--- config.mk ---
export PLATFORM = sky130hd
export DESIGN_NAME = rb_interp_5x5_pipe
export DESIGN_NICKNAME = d
export VERILOG_FILES = /design/src/rtl/rb_interp_5x5_pipe.sv
export SDC_FILE = /design/constraint.sdc
export NUM_CORES = 1
export LEC_CHECK = 0
export ABC_AREA = 1
export CORE_UTILIZATION = 31
export DETAILED_ROUTE_END_ITERATION = 16
export PLACE_DENSITY = 0.64
export SKIP_LAST_GASP = 1
export SYNTH_ARGS = -nofsm -noshare
export SYNTH_HDL_FRONTEND = slang
export SYNTH_SLANG_ARGS = --single-unit
--- constraint.sdc ---
create_clock -name clk -period 3.9 [get_ports clk]
set_input_delay 1.17 -clock clk [delete_from_list [all_inputs] [get_ports clk]]
set_output_delay 1.17 -clock clk [all_outputs]
set_load 0.02 [all_outputs]
--- src/rtl/rb_interp_5x5_pipe.sv ---
// Gradient-corrected 5x5 Bayer interpolation kernel, three register stages, valid/ready flow control.
// Computes one missing colour sample per window, with the kernel chosen per window by in_mode.
module rb_interp_5x5_pipe #(
   parameter int DW    = 10,
   parameter int ROUND = 1
) (
   input  logic             clk,
   input  logic             rst_n,
   input  logic             in_valid,
   output logic             in_ready,
   input  logic [1:0]       in_mode,
   input  logic [25*DW-1:0] in_win,
   output logic             out_valid,
   input  logic             out_ready,
   output logic [DW-1:0]    out_pix,
   output logic             out_sat
);
   localparam int AW = DW + 6;
   localparam logic signed [AW-1:0] RND_OFS = {{(AW-4){1'b0}}, (ROUND != 0), 3'b000};
   localparam logic signed [AW-1:0] PIX_MAX = {{(AW-DW){1'b0}}, {DW{1'b1}}};

   function automatic logic signed [AW-1:0] tap(input logic [25*DW-1:0] w, input int r, input int c);
      return $signed({{(AW-DW){1'b0}}, w[((r-1)*5+(c-1))*DW +: DW]});
   endfunction

   function automatic logic signed [AW-1:0] round_shift(input logic signed [AW-1:0] s);
      logic signed [AW-1:0] t;
      t = s + RND_OFS;
      return t >>> 4;
   endfunction

   // Result is {sat, pix}.
   function automatic logic [DW:0] clip(input logic signed [AW-1:0] r);
      if (r[AW-1])          return {1'b1, {DW{1'b0}}};
      else if (r > PIX_MAX) return {1'b1, PIX_MAX[DW-1:0]};
      else                  return {1'b0, r[DW-1:0]};
   endfunction

   logic                 en;
   logic                 vld_p1, vld_p2, vld_p3;
   logic [1:0]           mode_p1;
   logic signed [AW-1:0] x_p1, c_p1, f_p1, h_p1, v_p1, hf_p1, vf_p1, ctr_p1;
   logic signed [AW-1:0] h_d, v_d, hf_d, vf_d, x_d;
   logic signed [AW-1:0] s_d, s_p2;

   // The whole pipeline moves as one; bubbles are kept, never squeezed out.
   assign en        = !vld_p3 || out_ready;
   assign in_ready  = en;
   assign out_valid = vld_p3;

   always_comb begin
      h_d  = tap(in_win, 3, 2) + tap(in_win, 3, 4);
      v_d  = tap(in_win, 2, 3) + tap(in_win, 4, 3);
      hf_d = tap(in_win, 3, 1) + tap(in_win, 3, 5);
      vf_d = tap(in_win, 1, 3) + tap(in_win, 5, 3);
      x_d  = tap(in_win, 2, 2) + tap(in_win, 2, 4) + tap(in_win, 4, 2) + tap(in_win, 4, 4);
   end

   always_comb begin
      s_d = '0;
      case (mode_p1)
         2'd0:    s_d = (x_p1 <<< 2) + (ctr_p1 <<< 3) + (ctr_p1 <<< 2) - (f_p1 <<< 1) - f_p1;
         2'd1:    s_d = (c_p1 <<< 2) + (ctr_p1 <<< 3) - (f_p1 <<< 1);
         2'd2:    s_d = (h_p1 <<< 3) + (ctr_p1 <<< 3) + (ctr_p1 <<< 1)
                        - ((hf_p1 + x_p1) <<< 1) + vf_p1;
         default: s_d = (v_p1 <<< 3) + (ctr_p1 <<< 3) + (ctr_p1 <<< 1)
                        - ((vf_p1 + x_p1) <<< 1) + hf_p1;
      endcase
   end

   always_ff @(posedge clk or negedge rst_n) begin
      if (!rst_n) begin
         vld_p1  <= 1'b0;
         vld_p2  <= 1'b0;
         vld_p3  <= 1'b0;
         mode_p1 <= '0;
         x_p1    <= '0;
         c_p1    <= '0;
         f_p1    <= '0;
         h_p1    <= '0;
         v_p1    <= '0;
         hf_p1   <= '0;
         vf_p1   <= '0;
         ctr_p1  <= '0;
         s_p2    <= '0;
         out_pix <= '0;
         out_sat <= 1'b0;
      end else if (en) begin
         // Stage 1: group and pair sums
         vld_p1  <= in_valid;
         mode_p1 <= in_mode;
         x_p1    <= x_d;
         c_p1    <= h_d + v_d;
         f_p1    <= hf_d + vf_d;
         h_p1    <= h_d;
         v_p1    <= v_d;
         hf_p1   <= hf_d;
         vf_p1   <= vf_d;
         ctr_p1  <= tap(in_win, 3, 3);
         // Stage 2: full-precision weighted total for the selected kernel
         vld_p2  <= vld_p1;
         s_p2    <= s_d;
         // Stage 3: single rounding, shift, clip
         vld_p3  <= vld_p2;
         {out_sat, out_pix} <= clip(round_shift(s_p2));
      end
   end
endmodule

## Word-level counts from Yosys, hierarchy flattened

Index checks and enable logic that the tools add are counted.

| cells by class | value |
|---|---|
| add/subtract/negate cells | 26 |
| order comparisons | 1 |
| eq/ne operators | 2 |
| muxes and demuxes | 3 |
| reductions and logical operators | 3 |

Operators with widths:

| operator | count |
|---|---|
| $sub A16 B16 Y16 | 5 |
| $add A16 B12 Y16 | 4 |
| $add A10 B10 Y11 | 5 |
| $pmux W16 S3 | 1 |
| $add A14 B13 Y15 | 3 |
| $add A11 B13 Y14 | 2 |
| $add A11 B11 Y12 | 2 |
| $mux W11 | 2 |
| $add A15 B13 Y16 | 1 |
| $add A16 B13 Y16 | 1 |
| $add A16 B5 Y16 const B | 1 |
| $add A12 B10 Y13 | 1 |
| $add A11 B10 Y12 | 1 |
| $gt A12 B11 Y1 const B | 1 |
| $eq A2 B1 Y1 const B | 1 |
| $eq A2 B2 Y1 const B | 1 |
| $logic_not A2 Y1 | 1 |
| $logic_not A1 Y1 | 1 |
| $logic_or A1 B1 Y1 | 1 |

| storage, ports and cells | value |
|---|---|
| bits in registers | 127 |
| input port bits | 256 |
| output and inout bits | 13 |
| logic and storage cells | 50 |

## Logic depth before layout (Yosys ltp)

Gate-level depths: netlist of run 1.

| logic depth | value |
|---|---|
| depth in word-level cells | 5 |
| mapped depth | 26 |
| gate-level depth less buffers | 26 |

## Worst setup path after synthesis of run 1

No wires, ideal clock.

| timing | value |
|---|---|
| kind | reg2reg |
| start | reg x_p1[0] |
| end | reg s_p2[11] |
| library setup time | 0.117 ns |
| arrival time | 3.853 ns |
| required time | 3.783 ns |
| path slack | -0.071 ns |
| stages on the path, launching flop included | 23 |
| path buffers | 0 |
| period minus slack after synthesis | 3.971 ns |
| path through | dfrtp_1 ha_1 inv_1 fa_1 o21ai_1 a21oi_1 o21ai_0 xor2_1 inv_1 fa_1 fa_1 inv_1 ha_1 nand2_1 o21ai_0 a21oi_1 inv_1 nand2_1 nand3_1 nand3_1 nand3_1 nor2_1 nor2_1 |

| on the way | value |
|---|---|
| cells in the longest elaborated chain, start to end | 5 |
| elaborated cells on any way between the ends | 11 |
| those cells by class | add/sub (10); mux (1) |

Ends and longest elaborated chain:

| element | line | text |
|---|---|---|
| start: declaration | 42 | `logic signed [AW-1:0] x_p1, c_p1, f_p1, h_p1, v_p1, hf_p1, vf_p1, ctr_p1;` |
| start signal: assignment | 77 | `x_p1 <= '0;` |
| start signal: assignment | 92 | `x_p1 <= x_d;` |
| $add A15 B13 Y16 | 62 | `2'd0: s_d = (x_p1 <<< 2) + (ctr_p1 <<< 3) + (ctr_p1 <<< 2) - (f_p1 <<< 1) - f_p1;` |
| $add A16 B13 Y16 | 62 |  |
| $sub A16 B16 Y16 (2 in series) | 62 |  |
| $pmux W16 S3 (*) | 61 | `case (mode_p1)` |
| end signal: assignment | 85 | `s_p2 <= '0;` |
| end signal: assignment | 102 | `s_p2 <= s_d;` |
| end: declaration | 44 | `logic signed [AW-1:0] s_d, s_p2;` |

Every way passes the cells marked *; elsewhere a longest branch is shown, timed or not.
A chain may end at the register's enable or synchronous reset.

## Final worst setup path of run 1

| timing | value |
|---|---|
| start | reg x_p1[6] |
| end | reg s_p2[11] |

Same word-level chain as after synthesis.

==> impl_metrics.py, run 1 <==
metrics = {
    "floorplanning": {
        "io_pins": 269,
        "die_area_um2": 48500,
        "die_h_um": 220,
        "rows": 79,
        "fp.coreArea_um2": 46800,
        "initial_core_util_pct": 31.6,
        "dieWidth_um": 220,
    },
    "route": {
        "wire_per_inst_um": 16.0,
        "routed_via_density": 4.83,
        "first_pass_iters": 11,
        "vias": 14853,
        "dr.first_iter.drc_count": 796,
        "drc": 6,
        "wirelength_um": 49200,
        "ant_nets": 0,
    },
    "logic_synthesis": {
        "synthCells": 1952,
        "synth-edff-count": 0,
        "syn_area_um2": 14800,
        "ys_seq_elements": 119,
        "synth-seq-area-share_pct": 20.2,
        "synthFlopType": "dfrtp_1",
        "ys_warn_count": 0,
        "synthArstFlopShare_pct": 100,
        "synth_cell_type_count": 47,
        "syn_nets": 2502,
        "synth_area_per_cell_um2": 7.56,
    },
    "finish": {
        "fin_nets": 3005,
        "area_delta_synth_final_pct": 44.0,
        "drive_gt1_share_pct": 24.3,
        "final_core_util_pct": 45.4,
        "final_area_um2": 21200,
        "antenna_cells": 0,
    },
    "timing": {
        "fin_worst_skew_ns": 0.0185,
        "setup_ws_ns": -0.343,
        "finalCritPeriodShare_pct": 109,
        "worstMarginPinSlew_ns": 0.809,
        "slew_violations": 0,
        "period_minus_slack_ns": 4.24,
        "finalHoldViolations": 0,
        "max_freq_mhz": 236,
        "slew_headroom_pct": 45.9,
        "finalSetupViolCount": 11,
        "rsz0062_at_grt": "true",
        "fin_hold_ws_ns": 0.457,
    },
    "clock_network": {
        "numClockSinks": 119,
        "clk_pin_slew_worst_paths_ns": 0.06,
        "clk_latency_ns": 0.47,
        "h-tree-depth": 4,
        "cts-root-buf": "clkbuf_16",
        "cts_tree": "built",
        "holdBufCountCts": 0,
        "cts.path.max_buffers": 2,
        "cts_buffers": 17,
    },
    "placement": {
        "preCtsSetupSlack_ns": -0.648,
        "dpl.hpwl_um": 40900,
        "port_buffers": 148,
        "placed_area_um2": 19400,
        "place_congestion": 0.987,
    },
    "global_routing": {
        "antenna_found_initial": 0,
        "grt_overflow": 0,
        "grt_pass1_wl_um": 76700,
        "track_usage_pct": 20.4,
        "grt_max_degree": 81,
        "first_global_vias": 14571,
    },
    "worst_setup_path": {
        "required_ns": 4.25,
        "end_kind": "flop",
        "crit_type": "reg -> reg",
        "arrival_ns": 4.59,
        "crit_fanout": 4,
        "cp-start-kind": "flop",
        "worstRegToRegCells": 21,
    },
    "hold_path": {
        "hp-class": "reg -> reg",
        "worstHoldPathCells": 2,
    },
    "outcome": {
        "failed_checks": "DRC, setup timing",
        "status": "complete, but fails checks",
    },
    "run": {
        "maxCapViolCount": 0,
    },
}
[path summary, 6_finish.rpt]
kind | startpoint | to | slack, ns
setup reg to reg | x_p1[6] | s_p2[11] | -0.34
hold reg to reg | vld_p2 | out_valid | 0.46
setup / recovery | x_p1[6] | s_p2[11] | -0.34
min in group asynchronous | rst_n | ctr_p1[4] | 0.73
hold / removal | vld_p2 | out_valid | 0.46
max in group asynchronous | rst_n | c_p1[9] | 2.39
[synth_stat cells, types with 3 or more instances]
library cell	number	area (um2)
nand4_1	25	156
xor2_1	84	736
nor3_1	21	105
o21bai_1	9	67.6
nand3_1	102	510
or2_2	6	37.5
buf_1	3	11.3
fa_1	101	2020
a31oi_1	11	68.8
nor3_2	3	30.0
o21ai_1	12	60.1
dfrtp_1	119	2980
a21oi_1	165	826
o21ai_0	157	786
inv_2	4	15.0
o211ai_1	10	75.1
inv_1	298	1120
buf_6	3	33.8
xnor2_1	26	228
nor2_1	97	364
ha_1	193	2410
o31ai_1	6	45.0
nand2_1	429	1610
clkbuf_1	18	67.6
o2111ai_1	5	43.8
a21o_1	16	120
[registers in the layout (all words and copies together) (netlist names), 11 cells and up]
signal  flops
h_p1       11
hf_p1      11
x_p1       12
v_p1       11
f_p1       12
s_p2       13
vf_p1      11
c_p1       12
[kinds of logic (layout without fill, tap and decap cells)]
kind of cell | after synthesis | in the layout | share of synthesized area, %
and+or+nand+nor | 696 | 696 | 19.8
AOI/OAI and AO/OA | 404 | 404 | 14.9
buffers and inverters | 329 | 845 | 8.54
adders and majority gates | 294 | 294 | 30.1
DFF | 119 | 119 | 20.2
xor gates and xnor gates | 110 | 110 | 6.53
[cell type report]
cell class                      count  area (um2)
Tap cell                          607         759
Fill cell                        4568       25500
Timing Repair Buffer              509        4210
Sequential cell                   119        2980
Clock inverter                     14         140
Clock buffer                       18         429
Inverter                          304        1140
Multi-Input combinational cell   1504       11600
[worst max-delay path, stage by stage, from the launching register on]
cell      delay (ns)
dfrtp_1         0.40
ha_1            0.34
nand2_1         0.11
o21ai_1         0.25
a21oi_2         0.09
o21ai_2         0.13
buf_4           0.13
xor2_1          0.14
inv_1           0.08
fa_2            0.60
fa_1            0.44
inv_2           0.08
ha_4            0.21
a21o_1          0.20
o21bai_4        0.18
a21oi_2         0.12
nand2_2         0.08
xor2_2          0.18
nand2_1         0.09
nand2_1         0.08
nor2_2          0.15
nor2_1          0.05
[stage by stage]
step | instances | setup TNS, ns
2_1_floorplan | 1952 | -0.0151
3_3_place_gp | 3019 | -12.70
3_5_place_dp | 3019 | -13.67
4_1_cts | 3062 | -2.52
5_1_grt | 3075 | -4.50
6_report | 3075 | -2.58
[layer usage]
layer,track usage (%),up-vias,part of all wire (%)
met5,0,-,0
met4,4.25,0,1.4
met1,26.8,7041,45
met2,35.3,329,49
met3,3.07,40,4.5
li1,-,7443,-
[cells in the final DEF (no fill, tap or decap), types with 7 or more instances in the layout]
| master | Yosys | final |
|---|---|---|
| nand4_1 | 25 | 25 |
| nor3_2 | 3 | 8 |
| clkbuf_16 | 0 | 17 |
| nand3_2 | 0 | 13 |
| nand3_1 | 102 | 89 |
| o21ai_0 | 157 | 128 |
| o21ai_2 | 2 | 8 |
| nor2_2 | 1 | 7 |
| ha_4 | 0 | 34 |
| a21oi_2 | 2 | 28 |
| o21ai_1 | 12 | 30 |
| o21bai_1 | 9 | 8 |
| clkdlybuf4s50_1 | 0 | 147 |
| nand2_2 | 1 | 20 |
| o211ai_1 | 10 | 10 |
| inv_2 | 4 | 22 |
| xnor2_1 | 26 | 23 |
| ha_1 | 193 | 154 |
| a31oi_1 | 11 | 11 |
| nor3_1 | 21 | 14 |
| a21o_1 | 16 | 16 |
| xor2_1 | 84 | 78 |
| nor2_1 | 97 | 86 |
| nand2_1 | 429 | 407 |
| dfrtp_1 | 119 | 116 |
| fa_2 | 0 | 13 |
| a21oi_4 | 0 | 7 |
| a21oi_1 | 165 | 132 |
| buf_4 | 0 | 358 |
| inv_1 | 298 | 280 |
| fa_1 | 101 | 88 |
[what timing repair did]
action / 4_1_cts / 5_1_grt
setup buffers: 11 / 13
gates resized for setup: 128 / 110
pin swaps: 62 / 90
setup endpoints to repair: 17 / 27
Power of run 1 is left out: the tool's default activity adds up to more than one toggle a clock period on the data nets, which glitch-free logic cannot reach.
==> run 2, diff against run 1 <==
Settings changed: CTS_CLUSTER_SIZE from default to 40, PLACE_DENSITY 0.64 to 0.61.
==> impl_metrics.py, run 2 (same netlist as run 1, synthesis figures left out) <==
metrics = {
    "clock_network": {
        "holdBufCountCts": 0,
        "numClockSinks": 119,
        "clk_latency_ns": 0.45,
        "cts_tree": "built",
        "h-tree-depth": 4,
        "cts.path.max_buffers": 2,
        "cts-root-buf": "clkbuf_16",
        "cts_buffers": 17,
        "clk_pin_slew_worst_paths_ns": 0.06,
    },
    "finish": {
        "drive_gt1_share_pct": 23.0,
        "area_delta_synth_final_pct": 42.8,
        "largest_reg_flops": 13,
        "fin_nets": 3006,
        "fillers": 4661,
        "final_core_util_pct": 45.1,
        "final_cell_mix": "412 x nand2_1, 358 x buf_4, 292 x inv_1",
        "final_cells": 3076,
        "final_common_cell": "nand2_1",
        "largest_register": "s_p2",
        "antenna_cells": 0,
    },
    "route": {
        "drc": 3,
        "vias": 14807,
        "ant_nets": 0,
        "wirelength_um": 50100,
        "wire_per_inst_um": 16.3,
        "routed_via_density": 4.81,
        "first_pass_iters": 13,
        "dr.first_iter.drc_count": 844,
    },
    "timing": {
        "fin_worst_skew_ns": 0.0164,
        "worstMarginPinSlew_ns": 0.679,
        "setup_tns_ns": -3.49,
        "setup_ws_ns": -0.408,
        "slew_violations": 0,
        "slew_headroom_pct": 54.6,
        "finalHoldViolations": 0,
        "finalSetupViolCount": 12,
        "finalCritPeriodShare_pct": 110,
        "max_freq_mhz": 232,
        "period_minus_slack_ns": 4.31,
        "rsz0062_at_grt": "true",
    },
    "worst_setup_path": {
        "worstRegToRegCells": 26,
        "r2r_slack_ns": -0.41,
        "r2r-end": "s_p2[14]",
        "endpoint": "s_p2[14]",
        "rr_startpoint": "x_p1[0]",
        "end_kind": "flop",
        "cp-start-kind": "flop",
        "crit_fanout": 4,
        "cp-startpoint": "x_p1[0]",
        "arrival_ns": 4.64,
        "required_ns": 4.23,
        "crit_type": "reg -> reg",
    },
    "placement": {
        "placed_cells": 3020,
        "dpl.hpwl_um": 41600,
        "port_buffers": 148,
        "place_congestion": 0.996,
    },
    "floorplanning": {
        "fp.coreArea_um2": 46800,
        "dieWidth_um": 220,
        "rows": 79,
        "die_area_um2": 48500,
        "io_pins": 269,
        "die_h_um": 220,
        "initial_core_util_pct": 31.6,
    },
    "global_routing": {
        "grt_overflow": 0,
        "antenna_found_initial": 0,
        "grt_pass1_wl_um": 77400,
        "track_usage_pct": 20.8,
        "first_global_vias": 14604,
        "grt_max_degree": 71,
    },
    "outcome": {
        "failed_checks": "DRC, setup timing",
        "status": "complete, but fails checks",
    },
    "hold_path": {
        "min_from": "vld_p2",
        "hp-class": "reg -> reg",
    },
    "run": {
        "maxCapViolCount": 0,
    },
}
-- run 2: critical path: stages, from the launching register on --
cell and delay (ns):
dfrtp_2 0.43, ha_4 0.15, inv_2 0.04, fa_2 0.37, o21ai_2 0.16, buf_4 0.14
a21oi_2 0.04, nor2_1 0.10, nor2_1 0.06, xor2_1 0.21, inv_1 0.10, fa_1 0.52
fa_1 0.53, inv_2 0.07, ha_4 0.29, buf_6 0.10, nand2_2 0.04, nor2_2 0.11
nand3_1 0.11, nand3_1 0.09, nand2_1 0.05, nand3_1 0.12, nand2_1 0.07, inv_1 0.07
nand4_1 0.10, nand2_1 0.09, inv_1 0.04
-- run 2: how the worst min path moves through the flow --
stage	endpoint	slack, ns	depth (start not counted)
floorplan	out_valid	0.42	2
global placement	out_valid	0.44	2
detailed placement	out_valid	0.46	2
CTS	s_p2[12]	0.47	2
global route	out_pix[4]	0.51	2
finish	out_valid	0.47	2
-- run 2: through the flow --
step	setup WS, ns	area [um2]	hold slack, ns
floorplan	-0.0151	14800	0.420
global placement	-0.670	19400	0.435
detailed placement	-0.681	19400	0.461
CTS	-0.381	20600	0.475
global route	-0.598	21100	0.509
finish	-0.408	21100	0.467
-- run 2: final cells by class --
class | instances | area (um2) | share of cell area [%]
flip-flops and latches | 119 | 2980 | 14.1
repair buffers | 510 | 4220 | 20.1
well taps | 607 | 759 | 3.61
multi-input cells | 1504 | 11400 | 54.1
clock inverters | 12 | 115 | 0.546
inverters | 304 | 1140 | 5.42
clock buffers | 20 | 457 | 2.17
-- run 2: per-layer routing --
layer  wire length (um)  global-route usage, %
met2              23800                   34.8
met5                  0                      0
met4               1290                   6.25
met1              22900                   27.9
met3               2080                   2.71
-- run 2: repair_timing --
action                                  in CTS  in global routing
endpoints found under the setup margin      19                 26
endpoints found under the hold margin        0                  0
pin swaps                                   36                 65
resized for setup                          118                 87
cloned                                       0                  0
setup buffers                                9                 15
Power of run 2 is left out for the same reason.
